File: src/rtl/msx_slot_initiator_if.sv
`default_nettype none
// ============================================================================
// msx_slot_initiator_if : internal MSX-50BUS transaction signals
// Rev 1.0
// ============================================================================
interface msx_slot_initiator_if;
    logic [15:0] bus_address;
    logic        bus_memory;
    logic        bus_read;
    logic        bus_write;
    logic [7:0]  bus_write_data;
    logic        bus_read_ready;
    logic [7:0]  bus_read_data;

    modport master (
        output bus_address,
        output bus_memory,
        output bus_read,
        output bus_write,
        output bus_write_data,
        input  bus_read_ready,
        input  bus_read_data
    );

    modport slave (
        input  bus_address,
        input  bus_memory,
        input  bus_read,
        input  bus_write,
        input  bus_write_data,
        output bus_read_ready,
        output bus_read_data
    );
endinterface
`default_nettype wire

File: src/rtl/msx_slot_initiator.sv
`default_nettype none
// ============================================================================
// msx_slot_initiator : turns MSX slot strobes into single internal bus cycles
// Rev 1.0
// ============================================================================
module msx_slot_initiator #(
    parameter int unsigned TIMEOUT_CYCLES = 15
) (
    input  logic        clk,
    input  logic        n_reset,
    input  logic [15:0] slot_a,
    input  logic [7:0]  slot_d_in,
    output logic [7:0]  slot_d_out,
    output logic        slot_d_oe,
    input  logic        slot_n_sltsl,
    input  logic        slot_n_merq,
    input  logic        slot_n_iorq,
    input  logic        slot_n_rd,
    input  logic        slot_n_wr,
    msx_slot_initiator_if.master bus
);
    typedef enum logic [1:0] {
        IDLE       = 2'd0,
        READ_WAIT  = 2'd1,
        READ_HOLD  = 2'd2,
        WRITE_HOLD = 2'd3
    } state_t;

    localparam logic [7:0] c_TIMEOUT = 8'(TIMEOUT_CYCLES);

    logic [4:0]  r_sync_meta;
    logic [4:0]  r_sync;
    logic        w_sltsl_s, w_merq_s, w_iorq_s, w_rd_s, w_wr_s;
    logic        w_mem_sel, w_io_sel, w_sel;

    state_t      r_state, w_state_next;
    logic [7:0]  r_cnt, w_cnt_next, w_cnt_inc;
    logic [15:0] r_addr, w_addr_next;
    logic        r_mem, w_mem_next;
    logic [7:0]  r_wdata, w_wdata_next;
    logic [7:0]  r_dout, w_dout_next;
    logic        r_oe, w_oe_next;
    logic        r_read, w_read_next;
    logic        r_write, w_write_next;

    // Strobes are asynchronous to clk; address/data are only sampled once these settle.
    always_ff @(posedge clk or negedge n_reset) begin
        if (!n_reset) begin
            r_sync_meta <= '1;
            r_sync      <= '1;
        end else begin
            r_sync_meta <= {slot_n_sltsl, slot_n_merq, slot_n_iorq, slot_n_rd, slot_n_wr};
            r_sync      <= r_sync_meta;
        end
    end

    assign {w_sltsl_s, w_merq_s, w_iorq_s, w_rd_s, w_wr_s} = r_sync;
    assign w_mem_sel = ~w_merq_s & ~w_sltsl_s;
    assign w_io_sel  = ~w_iorq_s;
    assign w_sel     = w_mem_sel | w_io_sel;
    assign w_cnt_inc = r_cnt + 8'd1;

    always_comb begin
        w_state_next = r_state;
        w_cnt_next   = r_cnt;
        w_addr_next  = r_addr;
        w_mem_next   = r_mem;
        w_wdata_next = r_wdata;
        w_dout_next  = r_dout;
        w_oe_next    = r_oe;
        w_read_next  = 1'b0;
        w_write_next = 1'b0;
        case (r_state)
            IDLE: begin
                if (!w_rd_s && w_sel) begin
                    w_addr_next  = slot_a;
                    w_mem_next   = w_mem_sel;
                    w_read_next  = 1'b1;
                    w_cnt_next   = 8'd0;
                    w_state_next = READ_WAIT;
                end else if (!w_wr_s && w_sel) begin
                    w_addr_next  = slot_a;
                    w_mem_next   = w_mem_sel;
                    w_wdata_next = slot_d_in;
                    w_write_next = 1'b1;
                    w_state_next = WRITE_HOLD;
                end
            end
            READ_WAIT: begin
                // A released strobe means the Z80 has already moved on; never drive late data.
                if (w_rd_s) begin
                    w_state_next = IDLE;
                end else if (bus.bus_read_ready) begin
                    w_dout_next  = bus.bus_read_data;
                    w_oe_next    = 1'b1;
                    w_state_next = READ_HOLD;
                end else begin
                    w_cnt_next = w_cnt_inc;
                    if (w_cnt_inc == c_TIMEOUT) begin
                        w_dout_next  = 8'hFF;
                        w_state_next = READ_HOLD;
                    end
                end
            end
            READ_HOLD: begin
                if (w_rd_s) begin
                    w_oe_next    = 1'b0;
                    w_state_next = IDLE;
                end
            end
            WRITE_HOLD: begin
                if (w_wr_s) begin
                    w_state_next = IDLE;
                end
            end
            default: w_state_next = IDLE;
        endcase
    end

    always_ff @(posedge clk or negedge n_reset) begin
        if (!n_reset) begin
            r_state <= IDLE;
            r_cnt   <= 8'd0;
            r_addr  <= 16'h0000;
            r_mem   <= 1'b0;
            r_wdata <= 8'h00;
            r_dout  <= 8'hFF;
            r_oe    <= 1'b0;
            r_read  <= 1'b0;
            r_write <= 1'b0;
        end else begin
            r_state <= w_state_next;
            r_cnt   <= w_cnt_next;
            r_addr  <= w_addr_next;
            r_mem   <= w_mem_next;
            r_wdata <= w_wdata_next;
            r_dout  <= w_dout_next;
            r_oe    <= w_oe_next;
            r_read  <= w_read_next;
            r_write <= w_write_next;
        end
    end

    assign slot_d_out         = r_dout;
    assign slot_d_oe          = r_oe;
    assign bus.bus_address    = r_addr;
    assign bus.bus_memory     = r_mem;
    assign bus.bus_read       = r_read;
    assign bus.bus_write      = r_write;
    assign bus.bus_write_data = r_wdata;
endmodule
`default_nettype wire

File: src/flat_wrapper.sv
// flat-port wrapper written by rule: the top's interface ports become plain ports
module msx_slot_initiator_flat 
#(
    parameter int unsigned TIMEOUT_CYCLES = 15
)
  (clk, n_reset, slot_a, slot_d_in, slot_d_out, slot_d_oe, slot_n_sltsl, slot_n_merq, slot_n_iorq, slot_n_rd, slot_n_wr, bus_bus_address, bus_bus_memory, bus_bus_read, bus_bus_write, bus_bus_write_data, bus_bus_read_ready, bus_bus_read_data);
  msx_slot_initiator_if bus_i ();
  input  logic clk;
  input  logic n_reset;
  input  logic [15:0] slot_a;
  input  logic [7:0] slot_d_in;
  output logic [7:0] slot_d_out;
  output logic slot_d_oe;
  input  logic slot_n_sltsl;
  input  logic slot_n_merq;
  input  logic slot_n_iorq;
  input  logic slot_n_rd;
  input  logic slot_n_wr;
  output wire logic [$bits(bus_i.bus_address)-1:0] bus_bus_address;
  output wire logic [$bits(bus_i.bus_memory)-1:0] bus_bus_memory;
  output wire logic [$bits(bus_i.bus_read)-1:0] bus_bus_read;
  output wire logic [$bits(bus_i.bus_write)-1:0] bus_bus_write;
  output wire logic [$bits(bus_i.bus_write_data)-1:0] bus_bus_write_data;
  input wire logic [$bits(bus_i.bus_read_ready)-1:0] bus_bus_read_ready;
  input wire logic [$bits(bus_i.bus_read_data)-1:0] bus_bus_read_data;
  assign bus_bus_address = bus_i.bus_address;
  assign bus_bus_memory = bus_i.bus_memory;
  assign bus_bus_read = bus_i.bus_read;
  assign bus_bus_write = bus_i.bus_write;
  assign bus_bus_write_data = bus_i.bus_write_data;
  assign bus_i.bus_read_ready = bus_bus_read_ready;
  assign bus_i.bus_read_data = bus_bus_read_data;
  msx_slot_initiator #(.TIMEOUT_CYCLES(TIMEOUT_CYCLES)) u_core (.clk(clk), .n_reset(n_reset), .slot_a(slot_a), .slot_d_in(slot_d_in), .slot_d_out(slot_d_out), .slot_d_oe(slot_d_oe), .slot_n_sltsl(slot_n_sltsl), .slot_n_merq(slot_n_merq), .slot_n_iorq(slot_n_iorq), .slot_n_rd(slot_n_rd), .slot_n_wr(slot_n_wr), .bus(bus_i));
endmodule
File: config.mk
export PLATFORM = sky130hd
export DESIGN_NAME = msx_slot_initiator_flat
export DESIGN_NICKNAME = d
export VERILOG_FILES = /design/src/rtl/msx_slot_initiator_if.sv /design/src/rtl/msx_slot_initiator.sv /design/src/flat_wrapper.sv
export SDC_FILE = /design/constraint.sdc
export NUM_CORES = 1
export LEC_CHECK = 0
export ABC_AREA = 1
export CAP_MARGIN = 10
export CORE_AREA = 3 3 74 76
export DETAILED_ROUTE_END_ITERATION = 8
export DIE_AREA = 0 0 77 79
export PLACE_DENSITY = 0.84
export SLEW_MARGIN = 20
export SYNTH_ARGS = -nofsm -noshare
export SYNTH_HDL_FRONTEND = slang
export SYNTH_SLANG_ARGS = --single-unit
File: constraint.sdc
create_clock -name clk -period 4.24 [get_ports clk]
set_clock_uncertainty 0.15 [all_clocks]
set_input_delay 0.636 -clock clk [delete_from_list [all_inputs] [get_ports clk]]
set_output_delay 0.636 -clock clk [all_outputs]
set_load 0.02 [all_outputs]
==> metrics.yaml, run 1 <==
synth_xor_xnor_area_share: 0
slowest_stage: "clkdlybuf4s50_1"
finalWirelength_microns: 4740
clk_pin_slew_worst_paths_ns: 0.10
synthCells: 253
synth_seq_cells: 56
nets: 376
setup_viol: 0
core_sq_um: 4790
die_w_microns: 77
relSlewSlack: 0.667
cts.sinks: 56
synth_compound_area_frac: 0.0680
cts_resized: 0
report.final.slew_viol_count: 0
cp-end-kind: "output pin"
port_buffers: 75
initial_utilization: 0.489
globalplace.congestion: 0.813
cts-root-buf: "clkbuf_8"
cts_setup_buffers: 0
grt_pass1_vias: 1807
yosysSeqAreaShare: 0.609
slowest_delay_ns: 0.60
fmax_ghz: 0.450
synth_fa_ha_area_frac: 0.0107
num_antenna_cells: 0
cts_buffer_depth: 2
p_leak_nw: 1.55
die_h_microns: 79
synth_top_area_frac: 0.407
worst_ep_required_time_ns: 3.45
worst-setup-path-type: "reg -> out"
io_pins: 76
synth-edff-count: 0
synth_top_area_cell: "dfrtp_1"
final_antenna_net_count: 0
synthesis.area_sq_um: 2340
route.detailed.drc: 0
dp_hpwl_microns: 3590
row_count: 25
ys.flop_type: "dfrtp_1"
die_area_sq_um: 6080
synth_top_family_by_area: "simple AND/OR/NAND/NOR gates"
rsz0062_at_grt: "no"
grt.total_usage: 0.165
syn_avg_cell_area_sq_um: 9.24
grt_pass1_wl_microns: 8030
path_delay_family: "buffers and inverters"
holdWs_ns: 0.126
vias: 1853
area_growth_pct: 38.8
numCtsBuffers: 5
synth_area_leaders: "dfrtp_1 (41%), dfstp_2 (20%), nand2_1 (17%), inv_1 (3.7%), nor2_1 (3.0%)"
tightest_slew_ns: 0.497
grt_max_degree: 36
via_per_inst: 4.61
insertion_delay_ns: 0.30
hold_path.class: "in -> async"
status: "finished clean"
start_kind: "register"
avgRoutedWirePerCell_microns: 11.8
yosys-top-cells-count: "nand2_1 (103), dfrtp_1 (38), inv_1 (23), nor2_1 (19), dfstp_2 (18)"
maxCapViolCount: 0
critPathBufInv: 1
hold_violations: 0
synth-simple-area-share: 0.257
syn_nets: 295
htreeDepth: 2
cp_max_fo: 2
gr-total-overflow: 0
path_cells: "clkdlybuf4s50_1"
first_pass_iters: 4
postCtsHoldBufs: 0
async_flop_share: 1.00
cts_tree: "built"
antenna_found_initial: 0
cp_data_arrival_time_ns: 1.44
min_period_ns: 2.22
rrSetupSlack_ns: 2.35
drive_above_1_share: 0.152
finalSetupTns_ns: 0
timing.final.crit_share: 0.524
drt_iter0_drc: 120
yosys.cell_count.top_type: "nand2_1"
power.density_nw_per_um2: 654
synthMuxAreaShare: 0
yosys_warnings: 0
synth_cell_types: 26
ir_drop_mv: 0.401
[stage by stage]
step	worst slack, ns	total power (W)	std cells	cell area [sq um]	utilization
after detailed placement	2.23	0.00185	394	3160	0.660
after global placement	2.28	0.00183	394	3160	0.660
after floorplan	2.63	0.00141	253	2340	-
after CTS	2.00	0.00215	402	3250	0.678
after global routing	1.97	0.00227	402	3250	0.678
final	2.02	0.00212	402	3250	0.678
[layout by cell type, fill, tap and decap left out, drive strengths merged]
| master | synthesis | final |
|---|---|---|
| ha | 2 | 2 |
| clkdlybuf4s50 | 0 | 74 |
| nor3 | 1 | 1 |
| o22ai | 2 | 2 |
| buf | 2 | 2 |
| nand2 | 106 | 106 |
| nand3 | 10 | 10 |
| dfstp | 18 | 18 |
| o21ai | 7 | 7 |
| o211ai | 1 | 1 |
| dfrtp | 38 | 38 |
| inv | 29 | 31 |
| nor2 | 23 | 23 |
| clkbuf | 0 | 6 |
| nand4 | 2 | 2 |
| o31ai | 1 | 1 |
| a21oi | 11 | 11 |
[area by class of cell]
type	instances	area, sq um
repair buffers	76	753
clock buffers	6	72.6
flip-flops and latches	56	1420
clock inverters	2	17.5
well taps	67	83.8
fillers	387	1540
inverters	29	111
multi-input cells	166	785
[per-layer routing]
metal / global-route usage / vias up / wire length, microns
met5: 0 / - / 0
met4: 0.0391 / 0 / 27
met3: 0.0510 / 5 / 284
met2: 0.288 / 68 / 2340
met1: 0.201 / 840 / 2090
li1: - / 940 / -
[kinds of logic after synthesis]
family | count (synthesis)
AO/OA/AOI/OAI | 22
adder cells (fa/ha/maj) | 2
buffers and inverters | 31
flip-flops | 56
AND/OR/NAND/NOR | 142
[path summary, 6_finish.rpt]
path | start | to | cells past startpoint
worst max-delay path | u_core.slot_d_out[3] | slot_d_out[3] | 1
worst min-delay path | n_reset | u_core.r_cnt[7] | 1
worst max register to register | u_core.r_sync[4] | u_core.bus.bus_memory | 7
worst min register to register | u_core.r_sync_meta[2] | u_core.r_sync[2] | 0
max in group asynchronous | n_reset | u_core.slot_d_out[3] | 2
min in group clk | u_core.r_sync_meta[2] | u_core.r_sync[2] | 0
[power breakdown]
part           leakage [nW]  internal [W]  switching (W)
Clock                0.0462      0.000121       0.000171
Combinational         0.832      0.000437       0.000520
Sequential            0.670      0.000755       0.000121
[flip-flops by register name (all words and copies together) (netlist names)]
register and cells:
u_core.slot_d_oe 1, u_core.r_sync_meta 5, u_core.bus.bus_write_data 8, u_core.bus.bus_memory 1, u_core.r_state 2, u_core.slot_d_out 8, u_core.r_cnt 8, u_core.bus.bus_address 16
u_core.bus.bus_read 1, u_core.r_sync 5, u_core.bus.bus_write 1
(Power assumes the default switching activity.)
==> inputs of run 2 (changes only) <==
--- a/config.mk
+++ b/config.mk
@@ -7,10 +7,10 @@
 export LEC_CHECK = 0
 export ABC_AREA = 1
 export CAP_MARGIN = 10
-export CORE_AREA = 3 3 74 76
+export CORE_AREA = 3 3 76 78
 export DETAILED_ROUTE_END_ITERATION = 8
-export DIE_AREA = 0 0 77 79
-export PLACE_DENSITY = 0.84
+export DIE_AREA = 0 0 79 81
+export PLACE_DENSITY = 0.81
 export SLEW_MARGIN = 20
 export SYNTH_ARGS = -nofsm -noshare
 export SYNTH_HDL_FRONTEND = slang
==> constraint.sdc (replaced) <==
create_clock -name clk -period 2.28 [get_ports clk]
set_clock_uncertainty 0.15 [all_clocks]
set_input_delay 0.342 -clock clk [delete_from_list [all_inputs] [get_ports clk]]
set_output_delay 0.342 -clock clk [all_outputs]
set_load 0.02 [all_outputs]
==> run 2 against run 1 <==
- the run now ends with negative hold slack left
- combinational power increased by 86%
- core utilization down 4.2 points
- non-clock buffer count is the same
- sequential share of layout area down 0.32 points
- setup slack got worse by 1.7 ns
- final cell count rose by 0.75%
- sequential power rose by 87%
- register-to-register slack got worse by 1.9 ns
- die area increased by 5.2%
- critical path type unchanged
- largest cell class unchanged
- highest routed layer unchanged
==> metrics.yaml, run 2 (same netlist as run 1, synthesis figures left out) <==
status: "complete, but fails checks"
failed_checks: "negative hold slack"
cp_max_fo: 2  # unchanged
grt_pass1_vias: 1895  # +4.9%
die_area_sq_um: 6400  # +5.2%
power.density_nw_per_um2: 1230  # +88%
cts.sinks: 56  # unchanged
row_count: 26  # +4.0%
report.final.slew_viol_count: 0  # unchanged
cts-root-buf: "clkbuf_8"
wl_met2_microns: 2370  # +0.94%
area_growth_pct: 39.9
route.detailed.drc: 0  # unchanged
dp.cells: 397  # +0.76%
num_antenna_cells: 0  # unchanged
cp_data_arrival_time_ns: 1.45  # about the same
drive_above_1_share: 0.155  # +0.00299
path_cells: "clkdlybuf4s50_1"
largest_reg_flops: 16  # unchanged
first_pass_iters: 4  # unchanged
instances_no_fill: 405  # +0.75%
drt_iter0_drc: 86  # -28%
htreeDepth: 2  # unchanged
nFillCells: 449  # +16%
relSlewSlack: 0.559  # -0.108
grt_max_degree: 57  # +58%
worst_ep_required_time_ns: 1.79  # -1.66 ns
dp_hpwl_microns: 3450  # -3.9%
core_sq_um: 5140  # +7.4%
met1_length_microns: 1980  # -5.1%
numCtsBuffers: 5  # unchanged
cp-end-kind: "output pin"
dr.max_layer_used: "met4"
die_h_microns: 81  # +2.5%
start_kind: "register"
ir_drop_mv: 0.714  # +78%
via_per_inst: 4.63  # +0.54%
p_leak_nw: 1.56  # +0.78%
tightest_slew_ns: 0.661  # +0.164 ns
nets: 376  # unchanged
worst-setup-path-type: "reg -> out"
cts_resized: 0  # unchanged
cts_setup_buffers: 0  # unchanged
finalWirelength_microns: 4730  # -0.27%
port_buffers: 75  # unchanged
layout_setup_ws_ns: 0.336  # -1.68 ns
slowest_delay_ns: 0.60  # about the same
path_delay_family: "buffers and inverters"
setup_viol: 0  # unchanged
insertion_delay_ns: 0.31  # about the same
timing.final.crit_share: 0.853
io_pins: 76  # unchanged
postCtsHoldBufs: 0  # unchanged
hold_path.class: "in -> async"
cts_tree: "built"
die_w_microns: 79  # +2.6%
gr-total-overflow: 0  # unchanged
rsz0062_at_grt: "no"
vias: 1877  # +1.3%
hold_violations: 8  # +8
min_period_ns: 1.94
clk_pin_slew_worst_paths_ns: 0.10  # about the same
mostFrequentLayoutCells: "nand2_1 (103), clkdlybuf4s50_1 (74), dfrtp_1 (38), inv_1 (23), nor2_1 (19)"
routed-wl-met3_microns: 328  # +15%
layout_commonest_cell: "nand2_1"
finalSetupTns_ns: 0  # unchanged
slowest_stage: "clkdlybuf4s50_1"
avgRoutedWirePerCell_microns: 11.7  # -1.0%
antenna_found_initial: 0  # unchanged
initial_utilization: 0.455  # -0.0337
cts_buffer_depth: 2  # unchanged
maxCapViolCount: 0  # unchanged
holdWs_ns: -0.0110  # -0.137 ns
critPathBufInv: 1  # unchanged
final_antenna_net_count: 0  # unchanged
grt.total_usage: 0.164  # -0.00135
fmax_ghz: 0.514
pre_cts_ws_ns: 0.437  # -1.79 ns
grt_pass1_wl_microns: 8290  # +3.2%
globalplace.congestion: 0.732  # -10%
## run 2: metal layers
| metal | GRT usage | up-vias |
|---|---|---|
| met3 | 0.0499 | 6 |
| met4 | 0.0464 | 0 |
| li1 | - | 935 |
| met5 | 0 | - |
| met2 | 0.290 | 59 |
| met1 | 0.194 | 877 |
## run 2: per-stage QoR
stage	total power [W]	cell area, sq um	utilization
after global routing	0.00431	3270	0.636
after detailed placement	0.00345	3160	0.615
after floorplan	0.00262	2340	-
final	0.00403	3270	0.636
after CTS	0.00408	3270	0.636
after global placement	0.00340	3160	0.615
## run 2: layout make-up
cell class,instances,area [sq um],area share
flip-flops and latches,56,1420,0.435
multi-input cells,166,785,0.240
repair buffers,76,753,0.230
inverters,29,111,0.0340
clock buffers,6,93.8,0.0287
well taps,70,87.6,0.0268
clock inverters,2,16.3,0.00497
## run 2: final timing paths
path | start | endpoint | slack, ns | cells past startpoint
worst max register to register | u_core.r_sync[4] | u_core.bus.bus_write_data[5] | 0.45 | 7
min in group clk | u_core.r_sync_meta[1] | u_core.r_sync[1] | 0.21 | 0
worst max-delay path | u_core.slot_d_out[1] | slot_d_out[1] | 0.34 | 1
worst min register to register | u_core.r_sync_meta[1] | u_core.r_sync[1] | 0.21 | 0
worst min-delay path | n_reset | u_core.bus.bus_write_data[1] | -0.01 | 2
max in group asynchronous | n_reset | u_core.r_cnt[3] | 1.55 | 2
## run 2: power by group
group / switching (W) / internal (W)
registers: 0.000230 / 0.00141
logic: 0.000968 / 0.000813
clock network: 0.000323 / 0.000289
==> inputs of run 3 (changes only) <==
--- a/config.mk
+++ b/config.mk
@@ -10,6 +10,7 @@
 export CORE_AREA = 3 3 76 78
 export DETAILED_ROUTE_END_ITERATION = 8
 export DIE_AREA = 0 0 79 81
+export MAX_ROUTING_LAYER = met4
 export PLACE_DENSITY = 0.81
 export SLEW_MARGIN = 20
 export SYNTH_ARGS = -nofsm -noshare
==> run 3 against run 2 <==
- the flow still finishes with violations (negative hold slack)
- hold slack better by 0.0028 ns
- total power is 0.10% lower
- count of clock-buffer cells in the layout stayed put
- maximum frequency hardly changed
- core utilization stayed put
- first-iteration DRC count is 5.8% lower
- sequential power hardly changed
- cell area stayed put
- flip-flop and latch count stayed put
- combinational power hardly changed
- setup slack worse by 0.00052 ns
- die area stayed put
- highest routed layer unchanged
==> metrics.yaml, run 3 (same netlist as run 1, synthesis figures left out) <==
num_antenna_cells: 0  # unchanged
report.final.slew_viol_count: 0  # unchanged
holdWs_ns: -0.00822  # +0.00283 ns
slowest_delay_ns: 0.60  # about the same
ir_drop_mv: 0.708  # -0.78%
hold_path.class: "in -> async"
path_delay_family: "buffers and inverters"
die_w_microns: 79  # unchanged
grt.total_usage: 0.169  # +0.00485
grt_pass1_vias: 1891  # -0.21%
dp_hpwl_microns: 3450  # unchanged
row_count: 26  # unchanged
via_per_inst: 4.59  # -0.96%
cp_max_fo: 2  # unchanged
insertion_delay_ns: 0.31  # about the same
cts_tree: "built"
finalWirelength_microns: 4690  # -0.87%
die_area_sq_um: 6400  # unchanged
start_kind: "register"
gr-total-overflow: 0  # unchanged
final_antenna_net_count: 0  # unchanged
tightest_slew_ns: 0.662  # +0.00118 ns
postCtsHoldBufs: 0  # unchanged
worst-setup-path-type: "reg -> out"
critPathBufInv: 1  # unchanged
p_total_w: 0.00402  # -0.10%
cts_resized: 0  # unchanged
timing.final.crit_share: 0.853  # about the same
hold_violations: 6  # -2
r2r_start: "u_core.r_sync[4]"
layout_commonest_cell: "nand2_1"
io_pins: 76  # unchanged
rsz0062_at_grt: "no"
final_area_sq_um: 3270  # unchanged
nFillCells: 449  # unchanged
cts.sinks: 56  # unchanged
drt_iter0_drc: 81  # -5.8%
pre_cts_ws_ns: 0.437  # unchanged
drive_above_1_share: 0.155  # unchanged
grt_max_degree: 57  # unchanged
fmax_ghz: 0.514  # about the same
clk_pin_slew_worst_paths_ns: 0.10  # about the same
min_period_ns: 1.94  # +0.000523 ns
p_leak_nw: 1.56  # unchanged
relSlewSlack: 0.558  # -0.000787
layout_setup_ws_ns: 0.336  # -0.000523 ns
port_buffers: 75  # unchanged
nets: 376  # unchanged
finalSetupTns_ns: 0  # unchanged
cts_setup_buffers: 0  # unchanged
antenna_found_initial: 0  # unchanged
power.density_nw_per_um2: 1230  # -0.10%
vias: 1859  # -0.96%
failed_checks: "negative hold slack"
area_growth_pct: 39.9  # unchanged
slowest_stage: "clkdlybuf4s50_1"
core_sq_um: 5140  # unchanged
htreeDepth: 2  # unchanged
dp.cells: 397  # unchanged
maxCapViolCount: 0  # unchanged
cp_data_arrival_time_ns: 1.45  # about the same
rrSetupSlack_ns: 0.45  # about the same
avgRoutedWirePerCell_microns: 11.6  # -0.87%
worst_ep_required_time_ns: 1.79  # about the same
setup_viol: 0  # unchanged
route.detailed.drc: 0  # unchanged
die_h_microns: 81  # unchanged
timing.rr.end: "u_core.bus.bus_write_data[5]"
initial_utilization: 0.455  # unchanged
place_area_sq_um: 3160  # unchanged
instances_no_fill: 405  # unchanged
numCtsBuffers: 5  # unchanged
cts_buffer_depth: 2  # unchanged
grt_pass1_wl_microns: 8300  # +0.17%
largest_reg_flops: 16  # unchanged
path_cells: "clkdlybuf4s50_1"
globalplace.congestion: 0.741  # +1.2%
cts-root-buf: "clkbuf_8"
r2r.worst_path.cells: 7  # unchanged
status: "complete, but fails checks"
first_pass_iters: 4  # unchanged
cp-end-kind: "output pin"
mostFrequentLayoutCells: "nand2_1 (103), clkdlybuf4s50_1 (74), dfrtp_1 (38), inv_1 (23), nor2_1 (19)"
run 3: worst max path at each step:
| stage | from | end | slack, ns | cells past startpoint |
|---|---|---|---|---|
| 6_report | u_core.slot_d_out[1] | slot_d_out[1] | 0.34 | 1 |
| 5_1_grt | u_core.r_sync[4] | u_core.bus.bus_memory | 0.20 | 7 |
| 4_1_cts | u_core.slot_d_out[1] | slot_d_out[1] | 0.31 | 1 |
| 3_5_place_dp | u_core.r_sync[4] | u_core.bus.bus_write_data[1] | 0.44 | 7 |
| 3_3_place_gp | u_core.r_sync[4] | u_core.bus.bus_write_data[7] | 0.46 | 7 |
| 2_1_floorplan | u_core.r_cnt[0] | u_core.slot_d_out[0] | 0.67 | 10 |
run 3: layer usage:
metal / vias to the layer above / track usage / part of all wire
met5: - / - / 0
met4: 0 / 0.0464 / 0.013
met3: 6 / 0.0466 / 0.064
met2: 57 / 0.288 / 0.50
met1: 860 / 0.197 / 0.42
li1: 936 / - / -
run 3: area by class of cell:
type | instances | area, sq um | share of cell area
clock buffer | 6 | 93.8 | 0.0287
multi-input combinational | 166 | 785 | 0.240
timing repair buffer | 76 | 753 | 0.230
clock inverter | 2 | 16.3 | 0.00497
sequential | 56 | 1420 | 0.435
tap | 70 | 87.6 | 0.0268
inverter | 29 | 111 | 0.0340
run 3: through the flow:
| step | hold slack, ns | utilization |
|---|---|---|
| 2_1_floorplan | -0.104 | - |
| 3_3_place_gp | 0.196 | 0.615 |
| 3_5_place_dp | 0.197 | 0.615 |
| 4_1_cts | 0.0103 | 0.636 |
| 5_1_grt | 0.0448 | 0.636 |
| 6_report | -0.00822 | 0.636 |
run 3: where the power goes:
part	internal, W	switching [W]
sequential	0.00141	0.000229
clock	0.000289	0.000321
combinational	0.000813	0.000968
total	0.00251	0.00152
